**src/rtl/spi_flash_arbiter.sv**
```systemverilog
// Two-requester SPI flash read arbiter.
// Grants one of two requesters round-robin. For the granted request it issues a
// 0x03 READ command, a 24-bit address and 32 data clocks in SPI mode 0, then
// returns the word little-endian with a one-cycle rspN_valid pulse.
// Ports:
//   clk, reset (async, active-low)
//   reqN_valid/reqN_addr/reqN_ready : request handshakes (ready is combinational)
//   rspN_valid, rsp_data            : response pulse and shared read word
//   busy                            : high whenever the FSM is not in IDLE
//   SCS, SCLK, MOSI, MISO           : SPI flash pins
module spi_flash_arbiter #(
  parameter int unsigned CLK_DIV = 2,
  parameter int unsigned TCSH    = 4
) (
  input  logic        clk,
  input  logic        reset,
  input  logic        req0_valid,
  input  logic [23:0] req0_addr,
  output logic        req0_ready,
  input  logic        req1_valid,
  input  logic [23:0] req1_addr,
  output logic        req1_ready,
  output logic        rsp0_valid,
  output logic        rsp1_valid,
  output logic [31:0] rsp_data,
  output logic        busy,
  output logic        SCS,
  output logic        SCLK,
  output logic        MOSI,
  input  logic        MISO
);

  localparam int unsigned DIV_W   = 8;
  localparam int unsigned BIT_W   = 6;
  localparam int unsigned SHIFT_W = 32;

  localparam logic [7:0]       CMD_READ  = 8'h03;
  localparam logic [DIV_W-1:0] DIV_LAST  = DIV_W'(CLK_DIV - 1);
  localparam logic [DIV_W-1:0] TCSH_LAST = DIV_W'(TCSH - 1);
  localparam logic [BIT_W-1:0] CMD_LAST  = BIT_W'(7);
  localparam logic [BIT_W-1:0] ADDR_LAST = BIT_W'(31);
  localparam logic [BIT_W-1:0] DATA_LAST = BIT_W'(63);

  typedef enum logic [2:0] {IDLE, CMD, ADDR, DATA, CSH} state_t;

  state_t               state_q, state_d;
  logic [DIV_W-1:0]     div_q, div_d;
  logic [BIT_W-1:0]     bit_q;
  logic [SHIFT_W-1:0]   tx_q, tx_d;
  logic [SHIFT_W-1:0]   rx_q;
  logic [31:0]          rsp_data_q;
  logic                 sclk_q, scs_q, busy_q, mosi_q;
  logic                 rsp0_q, rsp1_q;
  logic                 last_q, id_q;
  logic                 active, tick, rise, fall;
  logic                 grant, grant_id;

  // State register
  always_ff @(posedge clk or negedge reset) begin
    if (!reset) state_q <= IDLE;
    else        state_q <= state_d;
  end

  // Next state, arbitration, SCLK phase decode and transmit shifter
  always_comb begin
    state_d  = state_q;
    tx_d     = tx_q;
    div_d    = div_q;
    active   = (state_q == CMD) || (state_q == ADDR) || (state_q == DATA);
    tick     = active && (div_q == DIV_LAST);
    rise     = tick && !sclk_q;
    fall     = tick && sclk_q;
    // reset gates the grant so ready stays low while reset is held
    grant    = (state_q == IDLE) && reset && (req0_valid || req1_valid);
    grant_id = (req0_valid && req1_valid) ? !last_q : req1_valid;

    if (grant)     tx_d = {CMD_READ, (grant_id ? req1_addr : req0_addr)};
    else if (fall) tx_d = {tx_q[SHIFT_W-2:0], 1'b0};

    case (state_q)
      IDLE: if (grant)                       state_d = CMD;
      CMD:  if (fall && bit_q == CMD_LAST)   state_d = ADDR;
      ADDR: if (fall && bit_q == ADDR_LAST)  state_d = DATA;
      DATA: if (fall && bit_q == DATA_LAST)  state_d = CSH;
      CSH:  if (div_q == TCSH_LAST)          state_d = IDLE;
      default:                               state_d = IDLE;
    endcase

    // One counter times SCLK half-periods in the active states and the CSH gap
    if (tick || state_d != state_q) div_d = '0;
    else if (state_q != IDLE)       div_d = div_q + DIV_W'(1);
  end

  // Datapath and registered SPI/status outputs
  always_ff @(posedge clk or negedge reset) begin
    if (!reset) begin
      div_q      <= '0;
      bit_q      <= '0;
      tx_q       <= '0;
      rx_q       <= '0;
      rsp_data_q <= '0;
      sclk_q     <= 1'b0;
      scs_q      <= 1'b1;
      busy_q     <= 1'b0;
      mosi_q     <= 1'b0;
      rsp0_q     <= 1'b0;
      rsp1_q     <= 1'b0;
      last_q     <= 1'b1;
      id_q       <= 1'b0;
    end else begin
      div_q  <= div_d;
      tx_q   <= tx_d;
      rsp0_q <= 1'b0;
      rsp1_q <= 1'b0;
      if (tick) sclk_q <= !sclk_q;
      if (grant)     bit_q <= '0;
      else if (fall) bit_q <= bit_q + BIT_W'(1);
      // MISO sampled on the edge that raises SCLK
      if (rise) rx_q <= {rx_q[SHIFT_W-2:0], MISO};
      if (grant) begin
        id_q   <= grant_id;
        last_q <= grant_id;
      end
      // First received byte lands in the low byte of rsp_data
      if (state_q == DATA && state_d == CSH) begin
        rsp_data_q <= {rx_q[7:0], rx_q[15:8], rx_q[23:16], rx_q[31:24]};
        rsp0_q     <= !id_q;
        rsp1_q     <= id_q;
      end
      scs_q  <= !((state_d == CMD) || (state_d == ADDR) || (state_d == DATA));
      busy_q <= (state_d != IDLE);
      mosi_q <= ((state_d == CMD) || (state_d == ADDR)) && tx_d[SHIFT_W-1];
    end
  end

  assign req0_ready = grant && !grant_id;
  assign req1_ready = grant && grant_id;
  assign rsp0_valid = rsp0_q;
  assign rsp1_valid = rsp1_q;
  assign rsp_data   = rsp_data_q;
  assign busy       = busy_q;
  assign SCS        = scs_q;
  assign SCLK       = sclk_q;
  assign MOSI       = mosi_q;

endmodule

```
**config.mk**
```make
export PLATFORM = sky130hd
export DESIGN_NAME = spi_flash_arbiter
export DESIGN_NICKNAME = d
export VERILOG_FILES = /design/src/rtl/spi_flash_arbiter.sv
export SDC_FILE = /design/constraint.sdc
export NUM_CORES = 1
export LEC_CHECK = 0
export ABC_CLOCK_PERIOD_IN_PS = 3360
export BUFFER_PORTS_ARGS = -buffer_cell sky130_fd_sc_hd__buf_4
export CORE_MARGIN = 2
export CORE_UTILIZATION = 40
export CTS_CLUSTER_SIZE = 14
export DETAILED_ROUTE_END_ITERATION = 8
export SLEW_MARGIN = 15
export SYNTH_ARGS = -nofsm -noshare
export SYNTH_HDL_FRONTEND = slang
export SYNTH_SLANG_ARGS = --single-unit
```
**constraint.sdc**
```tcl
create_clock -name clk -period 3.36 [get_ports clk]
set_input_delay 0.504 -clock clk [delete_from_list [all_inputs] [get_ports clk]]
set_output_delay 0.504 -clock clk [all_outputs]
set_load 0.02 [all_outputs]
```
# After elaboration in Yosys (flattened, before gate mapping)

Index checks and enable logic that the tools add are counted.
W data, S select, Z words.

Register bits: 121
Output and inout port bits: 40

Add/subtract/negate cells: 2
Eq/ne operators: 14
Mux-type cells: 16
Reduce and logical (&&, ||, !) cells: 29

Operators by type and width:

| operator              | number |
|---|---|
| $mux W32              | 2 |
| $mux W24              | 1 |
| $mux W8               | 2 |
| $mux W3               | 5 |
| $pmux W3 S5           | 1 |
| $logic_and A1 B1 Y1   | 13 |
| $eq A3 B2 Y1 const B  | 4 |
| $mux W6               | 2 |
| $add A8 B1 Y8 const B | 1 |
| $eq A8 B1 Y1 const B  | 1 |
| $eq A8 B2 Y1 const B  | 1 |
| $add A6 B1 Y6 const B | 1 |
| $eq A3 B1 Y1 const B  | 2 |
| $eq A3 B3 Y1 const B  | 2 |
| $eq A6 B3 Y1 const B  | 1 |
| $eq A6 B5 Y1 const B  | 1 |
| $eq A6 B6 Y1 const B  | 1 |
| $logic_or A1 B1 Y1    | 6 |
| $reduce_bool A3 Y1    | 2 |
| $logic_not A1 Y1      | 5 |
| $reduce_bool A2 Y1    | 2 |
| $logic_not A3 Y1      | 1 |
| $mux W1               | 3 |
| $ne A3 B3 Y1          | 1 |

# Depth between registers and ports, before layout

Depth in word-level cells: 12
Depth in mapped cells: 8

# Least setup slack after synthesis

No wires, ideal clock.

Kind: reg2reg
From: register div_q[1]
To: register rsp_data_q[10], in the netlist rsp_data[10]
Setup time: 125 ps
Arrival: 2378 ps
Required time: 3235 ps
Path slack: 857 ps
Stages on the path, launching flop included: 8
Cell sequence: dfrtp_1 -> inv_1 -> ha_1 -> or3b_2 -> or4_4 -> nor3_4 -> buf_6 -> mux2_2

Longest elaborated chain between the ends: 8

Ends and longest elaborated chain:

| element                                | line       | source |
|---|---|---|
| start: declaration                     | 47         | `logic [DIV_W-1:0] div_q, div_d;` |
| start signal: assignment               | 111        | `div_q <= div_d;` |
| $eq A8 B1 Y1                           | 70         | `tick = active && (div_q == DIV_LAST);` |
| $logic_and A1 B1 Y1                    | 70         |  |
| $logic_and A1 B1 Y1                    | 72         | `fall = tick && sclk_q;` |
| $logic_and A1 B1 Y1 (on tied branches) | 84, 82, 83 |  |
| $mux W3 (on tied branches)             | 84, 82, 83 |  |
| $pmux W3 S5 (*)                        | 80         | `case (state_q)` |
| $eq A3 B3 Y1 (*)                       | 125        | `if (state_q == DATA && state_d == CSH) begin` |
| $logic_and A1 B1 Y1 (*)                | 125        |  |
| end signal: assignment                 | 126        | `rsp_data_q <= {rx_q[7:0], rx_q[15:8], rx_q[23:16], rx_q[31:24]};` |
| end: declaration                       | 51         | `logic [31:0] rsp_data_q;` |

Every way passes the cells marked *; elsewhere a longest branch is shown, timed or not.
A chain may end at the register's enable or synchronous reset.

# Worst setup path after layout

From: register state_q[1]
To: output req0_ready

Longest elaborated chain between the ends: 4

Ends and longest elaborated chain:

| element                          | line | source |
|---|---|---|
| start: declaration               | 46   | `state_t state_q, state_d;` |
| start signal: assignment         | 61   | `else state_q <= state_d;` |
| $logic_not A3 Y1                 | 74   | `grant = (state_q == IDLE) && reset && (req0_valid \|\| req1_valid);` |
| $logic_and A1 B1 Y1 (2 in a row) | 74   |  |
| $logic_and A1 B1 Y1              | 136  | `assign req0_ready = grant && !grant_id;` |
| end: declaration                 | 19   | `output logic req0_ready,` |

Every way passes these cells.

==> reports/metrics.cfg <==
[power_and_ir_drop]
combPwrFrac_pct=23.4
clockPowerShare_pct=35.3
p_per_area_nw_per_um2=762
pwr-share-seq_pct=41.3
intPower_mw=3.49
finalPower_mw=5.00
swShare_pct=30.1
static-leakage-power_nw=3.15
p_sw_mw=1.51
peakVddDrop_mv=0.400

[route]
via_count=3587
wl_microns=10200
drtPass1Iterations=7
drt-wirelength-per-cell_microns=14.6
drc_errors=0
via_per_inst=5.15
initialDrtViolationCount=263
ant_nets=0

[grt]
grt_pass1_wl_microns=17500
grt_max_degree=70
antenna_found_initial=0
globalRouteTotalUtil_pct=16.4
grt_overflow_total=0
grt_pass1_vias=3602

[floorplanning]
placementRows=41
core_region_area_sq_um=12500
dieArea_sq_um=13700
io_pins=93
die_w_microns=117
fp.dieH_microns=117
start_util_pct=40.8

[placement]
port_buffers=92
hpwl_microns=6780
gp_congestion=0.795
post_dp_cell_area_sq_um=5970

[yosys]
synth_edf_count=0
yosysSeqAreaShare_pct=59.4
synth_cells=413
synth_top_area_cell=dfrtp_1
synthMostInstantiatedCell=dfrtp_1
ys_top_cells_by_area=dfrtp_1 58%, mux2_2 14%, a222oi_1 4.5%
syn_nets=469
synth_cell_types=45
avgSynthCellArea_sq_um=12.4
ys_async_sr_fraction_pct=100
synthFlopType=dfrtp_1
synth_common_cells=119 x dfrtp_1, 63 x mux2_2, 42 x nor2_1
syn_area_sq_um=5100
ys_ff_latch=121
yosys_warnings=0
synthDominantCellAreaShare_pct=58.4

[critical_path]
path_max_fanout=25
crit_chain=or3_1, or2_1, nor2_1, buf_4, buf_4
start_kind=register
r2r_cells=6
r2r_start=div_q[0]
slowest_delay_ns=0.58
cp.arrival_ns=2.34
ff2ff_setup_slack_ns=0.57
critical-path-top-cell-by-count=buf_4
critical_path_class=reg -> out
slowest_stage=or3_1
worstReg2RegEnd=rsp_data[23]
required_ns=2.86
crit_path_end_kind=output port

[finish]
nets=568
drive_gt1_share_pct=40.0
design_area_sq_um=6560
diodes=0
area_growth_pct=28.6

[clock_tree]
clk_latency_ns=0.41
root_buffer=clkbuf_16
clock-sinks=121
cts_buffer_depth=2
cts_tree=done
cts_resized=0
clk_pin_slew_worst_paths_ns=0.05
post_cts_buffers=0
htreeDepth=4
cts_hold_buf=0
numCtsBuffers=17

[timing]
final_hold_viol_count=0
rsz0062_at_grt=false
worst_pin_slew_ns=0.850
period_needed_ns=2.85
fmaxAchievable_mhz=351
max_slew_margin_pct=43.3
setup_tns_ns=0
maxSlewViolCount=0
finalSetupViolCount=0
period_share_pct=84.7
fin_worst_skew_ns=0.00650

[hold_path]
worstHoldPathType=in -> async

[run_status]
status=finished clean

[run]
max_cap_violations=0

## cell type report
cell class / instances / area, sq um
fillers: 1115 / 5960
flip-flops and latches: 121 / 3030
multi-input cells: 265 / 1940
repair buffers: 103 / 773
clock buffers: 18 / 439
well taps: 172 / 215
clock inverters: 14 / 149
inverters: 4 / 15.0
## per-layer routing
metal	wire length, microns	vias to the layer above	track usage (%)
met2	4950	78	25.9
met1	4610	1781	21.9
li1	-	1716	-
met4	148	0	6.04
met5	0	-	0
met3	445	12	4.63
## power by group through the flow
stage	registers (mW)	clock network (mW)	logic, mW
after floorplan	2.02	0	0.883
after global placement	2.07	0	1.14
after detailed placement	2.08	0	1.18
after CTS	2.06	1.80	1.19
after global routing	2.11	1.87	1.34
final	2.06	1.76	1.17
## cell families (layout without fill, tap and decap cells)
kind of cell    after synthesis  in the layout  share of synthesized area, %
flops                       121            121                          59.4
simple gates                111            111                          10.2
compound gates               74             74                          10.6
mux                          66             66                          14.5
buf+inv                      27            139                          2.65
xor+xnor                     11             11                          1.89
fa+ha+maj                     3              3                         0.736
## through the flow
stage / hold WS [ns] / setup slack [ns] / cells / util [%]
floorplan: 0.208 / 0.857 / 413 / -
finish: 0.315 / 0.513 / 697 / 52.4
detailed placement: 0.447 / 0.567 / 665 / 47.7
global route: 0.315 / 0.405 / 697 / 52.4
CTS: 0.311 / 0.503 / 697 / 52.4
global placement: 0.436 / 0.626 / 665 / 47.7
## cell usage in the layout, fill, tap and decap left out, drive strengths merged, types with 2 or more instances in the layout
master / instances
a21o: 2
a21oi: 32
a222oi: 23
a22oi: 2
and3: 2
buf: 103
bufinv: 2
clkbuf: 18
clkinv: 9
dfrtp: 119
dfstp: 2
ha: 3
inv: 6
mux2: 64
mux2i: 2
nand2: 33
nand3: 9
nand4: 5
nor2: 42
nor3: 5
nor4: 3
o21ai: 5
o21bai: 2
or2: 2
or3: 3
or4: 3
xnor2: 4
xor2: 7
## flip-flops by register name, summed over array words and instances (netlist names)
register and count:
last_q 1, rsp_data 32, SCS 1, rsp0_valid 1, busy 1, state_q 3, bit_q 6, rsp1_valid 1
div_q 8, id_q 1, rx_q 32, tx_q 32, SCLK 1, MOSI 1
## critical path: cells and delay by family, from the launching register on
| kind | cells | cell delay [ns] |
|---|---|---|
| buffers and inverters | 2 | 0.48 |
| DFF | 1 | 0.45 |
| and+or+nand+nor | 3 | 1.00 |
## worst max path at each step
stage / start / endpoint / slack (ns)
floorplan: div_q[1] / rsp_data[10] / 0.86
global placement: div_q[1] / rsp_data[18] / 0.63
detailed placement: div_q[0] / rsp_data[14] / 0.57
CTS: state_q[1] / req0_ready / 0.50
global route: state_q[0] / req0_ready / 0.41
finish: state_q[1] / req0_ready / 0.51
Note: power is estimated with default switching activity, not from simulation.
